<file path="src/rtl/hazard_ctrl_pkg.sv">
// -----------------------------------------------------------------------------
// hazard_ctrl_pkg
// Shared definitions for the pipeline hazard controller:
//   - default widths for register addresses and performance counters
//   - controller state type; each state names the cause of the action
//     that the controller took in the previous cycle
//   - helper that tells whether load-use detection is masked in a state
// -----------------------------------------------------------------------------
package hazard_ctrl_pkg;

    localparam int REG_AW_DEFAULT = 5;
    localparam int CNT_W_DEFAULT  = 16;

    typedef enum logic [1:0] {
        ST_RUN     = 2'b00,
        ST_LDSTALL = 2'b01,
        ST_FLUSH   = 2'b10,
        ST_MEMWAIT = 2'b11
    } state_e;

    // After a flush ID holds a NOP, and after a load-use stall ID/EX holds a
    // bubble; in both cases the comparison against ID/EX is stale for a cycle.
    function automatic logic lu_masked(input state_e st);
        logic masked;
        case (st)
            ST_FLUSH:   masked = 1'b1;
            ST_LDSTALL: masked = 1'b1;
            default:    masked = 1'b0;
        endcase
        return masked;
    endfunction

endpackage

</file>
<file path="src/rtl/hazard_ctrl_detect.sv">
// -----------------------------------------------------------------------------
// hazard_detect
// Purely combinational load-use detector. A load in EX whose destination is
// read by the instruction in ID cannot be forwarded in time.
// Ports:
//   ex_memread   : ID/EX holds a load
//   ex_rd        : destination register held in ID/EX
//   id_rs1       : first source register of the ID instruction
//   id_rs2       : second source register of the ID instruction
//   id_uses_rs2  : ID instruction actually reads rs2
//   load_use     : hazard detected (register 0 never counts)
// -----------------------------------------------------------------------------
module hazard_detect
    import hazard_ctrl_pkg::*;
#(
    parameter int REG_AW = REG_AW_DEFAULT
) (
    input  logic              ex_memread,
    input  logic [REG_AW-1:0] ex_rd,
    input  logic [REG_AW-1:0] id_rs1,
    input  logic [REG_AW-1:0] id_rs2,
    input  logic              id_uses_rs2,
    output logic              load_use
);

    logic rd_nonzero_s;
    logic rs1_hit_s;
    logic rs2_hit_s;

    assign rd_nonzero_s = (ex_rd != {REG_AW{1'b0}});
    assign rs1_hit_s    = (ex_rd == id_rs1);
    assign rs2_hit_s    = id_uses_rs2 & (ex_rd == id_rs2);
    assign load_use     = ex_memread & rd_nonzero_s & (rs1_hit_s | rs2_hit_s);

endmodule

</file>
<file path="src/rtl/hazard_ctrl.sv">
// -----------------------------------------------------------------------------
// hazard_ctrl
// Pipeline hazard controller: memory freeze, taken-branch flush and load-use
// stall, with saturating stall/flush performance counters.
// Control outputs are Mealy (current state + inputs) so they act at the very
// next clock edge.
// Ports:
//   clk, reset            : clock, synchronous active-high reset
//   id_rs1, id_rs2        : ID source registers
//   id_uses_rs2           : ID instruction reads rs2
//   ex_memread, ex_rd     : load flag / destination held in ID/EX
//   branch_taken          : taken branch/jump resolved in EX
//   mem_req, mem_ready    : MEM data access pending / completing
//   pc_write, ifid_write  : PC and IF/ID update enables
//   ifid_flush            : load NOP into IF/ID
//   idex_bubble           : load zero control into ID/EX
//   idex_hold, exmem_hold : hold ID/EX and EX/MEM
//   state                 : current controller state
//   stall_cnt, flush_cnt  : saturating performance counters
// -----------------------------------------------------------------------------
module hazard_ctrl
    import hazard_ctrl_pkg::*;
#(
    parameter int REG_AW = REG_AW_DEFAULT,
    parameter int CNT_W  = CNT_W_DEFAULT
) (
    input  logic              clk,
    input  logic              reset,
    input  logic [REG_AW-1:0] id_rs1,
    input  logic [REG_AW-1:0] id_rs2,
    input  logic              id_uses_rs2,
    input  logic              ex_memread,
    input  logic [REG_AW-1:0] ex_rd,
    input  logic              branch_taken,
    input  logic              mem_req,
    input  logic              mem_ready,
    output logic              pc_write,
    output logic              ifid_write,
    output logic              ifid_flush,
    output logic              idex_bubble,
    output logic              idex_hold,
    output logic              exmem_hold,
    output logic [1:0]        state,
    output logic [CNT_W-1:0]  stall_cnt,
    output logic [CNT_W-1:0]  flush_cnt
);

    state_e            state_q;
    state_e            state_d;
    logic [CNT_W-1:0]  stall_cnt_q;
    logic [CNT_W-1:0]  stall_cnt_d;
    logic [CNT_W-1:0]  flush_cnt_q;
    logic [CNT_W-1:0]  flush_cnt_d;

    logic              load_use_s;
    logic              freeze_s;
    logic              flush_act_s;
    logic              stall_act_s;

    hazard_detect #(
        .REG_AW (REG_AW)
    ) u_detect (
        .ex_memread  (ex_memread),
        .ex_rd       (ex_rd),
        .id_rs1      (id_rs1),
        .id_rs2      (id_rs2),
        .id_uses_rs2 (id_uses_rs2),
        .load_use    (load_use_s)
    );

    // Priority chain: a stalled memory access freezes everything, so a branch
    // seen during the freeze is only acted on in the release cycle.
    assign freeze_s    = mem_req & ~mem_ready;
    assign flush_act_s = ~freeze_s & branch_taken;
    assign stall_act_s = ~freeze_s & ~branch_taken & load_use_s & ~lu_masked(state_q);

    // State register
    always_ff @(posedge clk) begin
        if (reset) begin
            state_q <= ST_RUN;
        end else begin
            state_q <= state_d;
        end
    end

    // Next-state logic: the state records why the controller acted this cycle
    always_comb begin
        state_d = ST_RUN;
        if (reset) begin
            state_d = ST_RUN;
        end else if (freeze_s) begin
            state_d = ST_MEMWAIT;
        end else if (flush_act_s) begin
            state_d = ST_FLUSH;
        end else if (stall_act_s) begin
            state_d = ST_LDSTALL;
        end else begin
            state_d = ST_RUN;
        end
    end

    // Output decode
    always_comb begin
        pc_write    = 1'b1;
        ifid_write  = 1'b1;
        ifid_flush  = 1'b0;
        idex_bubble = 1'b0;
        idex_hold   = 1'b0;
        exmem_hold  = 1'b0;
        if (reset) begin
            pc_write    = 1'b0;
            ifid_write  = 1'b0;
            ifid_flush  = 1'b1;
            idex_bubble = 1'b1;
        end else if (freeze_s) begin
            pc_write    = 1'b0;
            ifid_write  = 1'b0;
            idex_hold   = 1'b1;
            exmem_hold  = 1'b1;
        end else if (flush_act_s) begin
            ifid_flush  = 1'b1;
            idex_bubble = 1'b1;
        end else if (stall_act_s) begin
            pc_write    = 1'b0;
            ifid_write  = 1'b0;
            idex_bubble = 1'b1;
        end else begin
            pc_write    = 1'b1;
            ifid_write  = 1'b1;
        end
    end

    // Counter next values; both saturate at all-ones
    always_comb begin
        stall_cnt_d = stall_cnt_q;
        flush_cnt_d = flush_cnt_q;
        if (~pc_write && (stall_cnt_q != {CNT_W{1'b1}})) begin
            stall_cnt_d = stall_cnt_q + {{(CNT_W-1){1'b0}}, 1'b1};
        end else begin
            stall_cnt_d = stall_cnt_q;
        end
        if (flush_act_s && (flush_cnt_q != {CNT_W{1'b1}})) begin
            flush_cnt_d = flush_cnt_q + {{(CNT_W-1){1'b0}}, 1'b1};
        end else begin
            flush_cnt_d = flush_cnt_q;
        end
    end

    // Counter registers
    always_ff @(posedge clk) begin
        if (reset) begin
            stall_cnt_q <= {CNT_W{1'b0}};
            flush_cnt_q <= {CNT_W{1'b0}};
        end else begin
            stall_cnt_q <= stall_cnt_d;
            flush_cnt_q <= flush_cnt_d;
        end
    end

    assign state     = state_q;
    assign stall_cnt = stall_cnt_q;
    assign flush_cnt = flush_cnt_q;

endmodule

</file>
<file path="config.mk">
export PLATFORM = sky130hd
export DESIGN_NAME = hazard_ctrl
export DESIGN_NICKNAME = d
export VERILOG_FILES = /design/src/rtl/hazard_ctrl_pkg.sv /design/src/rtl/hazard_ctrl_detect.sv /design/src/rtl/hazard_ctrl.sv
export SDC_FILE = /design/constraint.sdc
export NUM_CORES = 1
export LEC_CHECK = 0
export BUFFER_PORTS_ARGS = -buffer_cell sky130_fd_sc_hd__buf_4
export CAP_MARGIN = 25
export CORE_ASPECT_RATIO = 0.7
export CORE_MARGIN = 4
export CORE_UTILIZATION = 35
export CTS_CLUSTER_SIZE = 28
export DETAILED_ROUTE_END_ITERATION = 10
export PLACE_DENSITY_LB_ADDON = 0.3
export SETUP_SLACK_MARGIN = 0.4
export SLEW_MARGIN = 20
export SYNTH_ARGS = -nofsm -noshare
export SYNTH_HDL_FRONTEND = slang
export SYNTH_SLANG_ARGS = --single-unit
</file>
<file path="constraint.sdc">
create_clock -name clk -period 2.1 [get_ports clk]
set_input_delay 0.105 -clock clk [delete_from_list [all_inputs] [get_ports clk]]
set_output_delay 0.105 -clock clk [all_outputs]
set_load 0.1 [all_outputs]
</file>
==> results of run 1 <==
-- cells in the mapped netlist (2+ instances only) --
| master | n |
|---|---|
| dfxtp_1 | 34 |
| nor2_1 | 28 |
| xnor2_1 | 19 |
| nand2_1 | 17 |
| nand3_1 | 12 |
| xor2_1 | 11 |
| a21oi_1 | 9 |
| inv_1 | 6 |
| nand4_1 | 6 |
| nor4_1 | 5 |
| o21ai_0 | 5 |
| or4_1 | 5 |
| and3_1 | 4 |
| clkbuf_1 | 4 |
| o31ai_1 | 4 |
| or3_1 | 3 |
| and4_1 | 2 |
| buf_4 | 2 |
| ha_1 | 2 |
| nand4_2 | 2 |
| nor3b_1 | 2 |
| or3_2 | 2 |
-- registers in the layout (all words and copies together) (netlist names) --
| register | flops |
|---|---|
| flush_cnt | 16 |
| stall_cnt | 16 |
| state | 2 |
-- where the power goes --
part	total [mW]	internal, mW	switching (mW)
Combinational	0.371	0.132	0.239
Clock	0.453	0.231	0.223
Sequential	0.645	0.624	0.0216
-- layer usage --
layer  vias up  global-route usage [%]
li1        923                       -
met1       852                    20.8
met2        49                    25.3
met3         2                    6.15
met4         0                    4.32
met5         -                       0
-- repair_timing --
item	4_1_cts	5_1_grt
gates resized for setup	18	23
pin swaps	7	12
cloned	1	0
setup endpoints to repair	15	25
setup buffers	14	10
-- layout make-up --
type | instances | area share, %
clock buffer | 7 | 2.50
timing repair buffer | 88 | 23.3
tap | 69 | 2.83
sequential | 34 | 26.3
inverter | 6 | 0.819
multi-input combinational | 159 | 44.1
clock inverter | 1 | 0.123
-- cell families (layout without fill, tap and decap cells) --
group	count (synthesis)	in the layout	synth area share (%)
AOI/OAI and AO/OA	27	27	11.9
xor gates and xnor gates	30	30	14.5
adders and majority gates	2	2	1.38
buffers and inverters	13	102	3.52
DFF	34	34	37.5
muxes	2	2	1.17
and+or+nand+nor	97	98	30.1
-- metrics by stage --
| step | std cells | setup slack [ns] | area, sq um | hold slack (ns) | power (mW) |
|---|---|---|---|---|---|
| 2_1_floorplan | 205 | 0.144 | 2090 | 0.224 | 0.892 |
| 3_3_place_gp | 331 | 0.185 | 2610 | 0.378 | 0.973 |
| 3_5_place_dp | 331 | 0.133 | 2610 | 0.386 | 0.976 |
| 4_1_cts | 354 | 0.223 | 2880 | 0.0930 | 1.47 |
| 5_1_grt | 364 | 0.200 | 3060 | 0.113 | 1.54 |
| 6_report | 364 | 0.257 | 3060 | 0.109 | 1.47 |
-- worst min path at each step --
stage	start	endpoint	slack, ns	cells after the start
final	reset	flush_cnt[1]$_SDFFE_PP0P_	0.11	2
after floorplan	branch_taken	state[1]$_SDFF_PP0_	0.22	2
after detailed placement	branch_taken	state[1]$_SDFF_PP0_	0.39	3
after CTS	branch_taken	state[1]$_SDFF_PP0_	0.09	3
after global routing	reset	flush_cnt[6]$_SDFFE_PP0P_	0.11	2
after global placement	branch_taken	state[1]$_SDFF_PP0_	0.38	3
==> key figures, run 1 <==
Outcome
  – Status: complete, no violations

Worst setup path
  – Number of cells on the critical path: 7
  – CP max-delay cell: or4_4
  – CP bufs+invs: 1
  – RR Endpoint: stall_cnt[15]$_SDFFE_PP0P_
  – CP max FO: 6
  – Delay of the slowest cell on the worst path: 0.51 ns
  – Type of element capturing the critical path: register
  – WP data arrival: 2.04 ns
  – Reg-to-reg critical path startpoint: state[1]$_SDFF_PP0_
  – Reg2reg path depth: 7
  – CP top delay family: simple AND/OR/NAND/NOR gates
  – Worst setup path end: stall_cnt[15]$_SDFFE_PP0P_
  – Type of the worst setup path: reg2reg
  – Reg2reg setup slack: 0.26 ns
  – CP startpoint: state[1]$_SDFF_PP0_
  – Worst Path Required: 2.30 ns
  – CP Cell Sequence: xnor2_2 -> nand2_2 -> o311ai_4 -> buf_6 -> nand3_4 -> or4_4 -> a21oi_2
  – Setup crit start kind: register

Flow run
  – Max Cap Viol: 0

Route
  – DR top layer: met4
  – Metal1 wirelength: 2320 um
  – Routed length per instance: 14.1 um
  – 1st-iter DRT viols: 31
  – Routed Antenna Nets: 0
  – DRC Markers: 0
  – Wire length on met3: 389 um
  – Drt first pass iters: 4
  – DR vias/cell: between 5 and 6
  – Vias: 1826
  – Metal2 WL: 2380 um
  – Routed WL: 5120 um

GRT
  – Vias in the first global route: ~1700
  – Largest net degree at the start of global routing: 24
  – Total Routing Usage GR: 16.1%
  – First-pass GRT wire length: around 8000 um
  – Gr ovfl total: 0
  – Initial antenna violation count: 0

Synth
  – Yosys reg bits: 34
  – Synth Warn #: 0
  – Post-synth cell types: 43
  – Synth top area cells: dfxtp_1 (38%), xnor2_1 (9.2%), nor2_1 (5.8%)
  – Area fraction of the dominant cell type after synthesis: 37.5%
  – Syn Inst Count: 205
  – Post-synthesis sequential area ratio: 37.5%
  – Commonest register cell after synthesis: dfxtp_1
  – Synthesized net count: around 230
  – Syn Std Cell Area: roughly 1800 sq um
  – Post-synth EDFFs: 0
  – Mean post-synth cell area: about 8.8 sq um
  – Asr flop ratio synth: 0%
  – Area leader, netlist: dfxtp_1

Cells and area
  – Finished Core Util: 62.5%
  – Commonest non-fill, non-tap cells in the layout: buf_4 (81), dfxtp_4 (32), nor2_1 (25)
  – Antenna diode count: 0
  – Area of the multi-input gates: between 1000 and 1500 sq um
  – Final Net Count: roughly 320
  – Share of cells above drive strength 1: 60.0%
  – Commonest non-fill, non-tap cell in the layout: buf_4
  – FF/Latch Area: 803 sq um
  – Layout fillers: ~440
  – Syn-to-layout area delta: 68.4%

Timing
  – Slew at the pin closest to its max-slew limit: 0.380 ns
  – RSZ-0062 raised after global routing: yes
  – Slew HR: about three quarters
  – Max Freq: 543 MHz
  – Period minus WS final: between 1.5 and 2 ns
  – Clock skew: 0.00832 ns
  – Slew Limit Fails: 0
  – Final Hold Violating Endpoints: 0
  – Post-Route Setup TNS: 0 ns
  – Crit share post-route: 87.8%
  – Setup violations, final: 0

Clock network
  – Hold-fix buffer count after cts: 0
  – CTS H-Tree Depth: 2
  – Root Buffer: clkbuf_8
  – Num Clock Sinks: 34
  – CTS Buf Count: 5
  – CTS tree: done
  – Max Buffers Root-to-Sink: 2
  – Reg clk slew, reported paths: 0.07 ns
  – Clk Latency, worst-skew pair: between 0.2 and 0.3 ns

Place
  – I/O Buffers: 61
  – Post-DP HPWL: 3570 um
  – RD Place Congestion: ~0.74

Die
  – Cell Rows: 21
  – Starting Density: 37.1%
  – Core Box Area: ~5000 sq um
  – DIE AREA: 6420 sq um
  – Die width: approximately 94 um
  – I/O pin cnt: 62
  – Die height: 68.2 um

Pwr
  – Peak VDD IR: ~0.00030 V
  – LEAKAGE: roughly 1.2 nW
  – PwrDens: 481 nW/um^2

Worst hold path
  – HP Class: in2reg
Note: power is estimated with default switching activity, not from simulation.
==> inputs of run 2 (changes only) <==
clock period = 2.2 ns   (was 2.1 ns; I/O delays follow)
==> key figures, run 2 (synthesis gave the netlist of run 1 again) <==
Outcome
  – Status: complete, no violations

Timing
  – Post-Route Setup TNS: 0 ns (unchanged)
  – Setup violations, final: 0 (unchanged)
  – Max Freq: 528 MHz (-2.6%)
  – RSZ-0062 raised after global routing: yes
  – Clock skew: 0.00754 ns (-0.000776 ns)
  – Worst setup margin: 0.308 ns (+0.0508 ns)
  – Slew Limit Fails: 0 (unchanged)
  – Period minus WS final: 1.89 ns (+0.0492 ns)
  – Final Hold Violating Endpoints: 0 (unchanged)
  – Slew HR: 74.5% (-0.11 points)
  – Crit share post-route: 86.0% (-1.8 points)
  – Slew at the pin closest to its max-slew limit: 0.383 ns (+0.00239 ns)

Clock network
  – Hold-fix buffer count after cts: 0 (unchanged)
  – CTS Buf Count: 5 (unchanged)
  – Clk Latency, worst-skew pair: 0.28 ns (about the same)
  – CTS tree: done
  – Reg clk slew, reported paths: 0.07 ns (about the same)
  – Root Buffer: clkbuf_8
  – Max Buffers Root-to-Sink: 2 (unchanged)
  – CTS H-Tree Depth: 2 (unchanged)
  – Num Clock Sinks: 34 (unchanged)

Worst setup path
  – CP bufs+invs: 0 (-1)
  – Reg2reg setup slack: 0.31 ns (+0.05 ns)
  – CP Cell Sequence: xnor2_2 -> nand2_2 -> o311ai_4 -> nand3_4 -> nor4_4 -> mux2_4
  – CP top delay family: simple AND/OR/NAND/NOR gates
  – Delay of the slowest cell on the worst path: 0.35 ns (-0.16 ns)
  – Reg2reg path depth: 6 (-1)
  – CP startpoint: state[1]$_SDFF_PP0_
  – Type of element capturing the critical path: register
  – Setup crit start kind: register
  – WP data arrival: 2.06 ns (+0.02 ns)
  – Worst setup path end: stall_cnt[11]$_SDFFE_PP0P_
  – CP max FO: 7 (+1)
  – Number of cells on the critical path: 6 (-1)
  – RR Endpoint: stall_cnt[11]$_SDFFE_PP0P_
  – CP max-delay cell: dfxtp_4
  – Reg-to-reg critical path startpoint: state[1]$_SDFF_PP0_
  – Worst Path Required: 2.37 ns (+0.07 ns)
  – Type of the worst setup path: reg2reg

Die
  – Die height: 68.2 um (unchanged)
  – I/O pin cnt: 62 (unchanged)
  – Core Box Area: 4890 sq um (unchanged)
  – DIE AREA: 6420 sq um (unchanged)
  – Die width: 94.1 um (unchanged)
  – Cell Rows: 21 (unchanged)
  – Starting Density: 37.1% (unchanged)

Cells and area
  – Final Net Count: 309 (-2.8%)
  – Antenna diode count: 0 (unchanged)
  – Share of cells above drive strength 1: 54.0% (-6.0 points)
  – Commonest non-fill, non-tap cells in the layout: buf_4 (75), dfxtp_4 (29), nor2_1 (26)
  – Commonest non-fill, non-tap cell in the layout: buf_4
  – Syn-to-layout area delta: 58.0%
  – Layout fillers: 455 (+2.7%)

GRT
  – Gr ovfl total: 0 (unchanged)
  – Initial antenna violation count: 0 (unchanged)
  – Total Routing Usage GR: 15.4% (-0.67 points)
  – Vias in the first global route: 1637 (-1.6%)
  – First-pass GRT wire length: 7710 um (-4.0%)
  – Largest net degree at the start of global routing: 22 (-8.3%)

Route
  – Routed Antenna Nets: 0 (unchanged)
  – Vias: 1751 (-4.1%)
  – Routed length per instance: 14.3 um (+1.4%)
  – DRC Markers: 0 (unchanged)
  – 1st-iter DRT viols: 47 (+52%)
  – Routed WL: 5050 um (-1.3%)
  – DR vias/cell: 4.95 (-1.4%)
  – Drt first pass iters: 4 (unchanged)

Pwr
  – Design Power: 1.53 mW (+4.1%)
  – Peak VDD IR: 0.000389 V (+31%)
  – LEAKAGE: 1.13 nW (-5.8%)
  – PwrDens: 534 nW/um^2 (+11%)

Place
  – I/O Buffers: 61 (unchanged)
  – RD Place Congestion: 0.737 (+0.15%)
  – Post-DP HPWL: 3580 um (+0.22%)
  – Pre-CTS setup slack: 0.206 ns (+0.0729 ns)

Flow run
  – Max Cap Viol: 0 (unchanged)

Worst hold path
  – HP Class: in2reg
-- run 2: area by class of cell --
| class | count | area [sq um] | area share [%] |
|---|---|---|---|
| multi-input cells | 158 | 1230 | 42.9 |
| clock inverters | 1 | 30.0 | 1.05 |
| inverters | 6 | 22.5 | 0.786 |
| clock buffers | 6 | 82.6 | 2.88 |
| well taps | 69 | 86.3 | 3.01 |
| flip-flops and latches | 34 | 796 | 27.8 |
| repair buffers | 80 | 619 | 21.6 |
-- run 2: timing repair --
item | in CTS | in global routing
pin swaps | 3 | 10
gates cloned | 0 | 0
buffers inserted | 8 | 8
gates resized for setup | 3 | 21
setup endpoints to repair | 9 | 26
-- run 2: per-layer routing --
metal  vias to the layer above  share of wire, %  global-route usage (%)
met4                         0              0.77                    5.95
met5                         -                 0                       0
met3                         2               6.7                    4.62
li1                        892                 -                       -
met1                       808                48                    21.6
met2                        49                44                    22.2
-- run 2: worst min-delay path: cells and delay by family --
family        cells  cell delay, ns
simple gates      2            0.12
buf+inv           1            0.12
-- run 2: power by group --
group	total, mW	switching (mW)	leakage, nW	internal (mW)
clock network	0.586	0.223	0.0573	0.363
registers	0.615	0.0164	0.300	0.599
logic	0.330	0.219	0.777	0.110
-- run 2: worst min path at each step --
| stage | start | to | depth (start not counted) |
|---|---|---|---|
| 3_5_place_dp | branch_taken | state[1]$_SDFF_PP0_ | 3 |
| 4_1_cts | branch_taken | state[1]$_SDFF_PP0_ | 3 |
| 5_1_grt | branch_taken | state[1]$_SDFF_PP0_ | 3 |
| 6_report | branch_taken | state[1]$_SDFF_PP0_ | 3 |
| 3_3_place_gp | branch_taken | state[1]$_SDFF_PP0_ | 3 |
| 2_1_floorplan | branch_taken | state[1]$_SDFF_PP0_ | 2 |
-- run 2: stage by stage --
stage          util [%]  hold WS (ns)  cell area [sq um]  instances
5_1_grt            58.7         0.121               2870        354
4_1_cts            55.2        0.0964               2700        346
2_1_floorplan         -         0.229               1990        205
3_3_place_gp       51.4         0.387               2510        331
6_report           58.7         0.106               2870        354
3_5_place_dp       51.4         0.385               2510        331
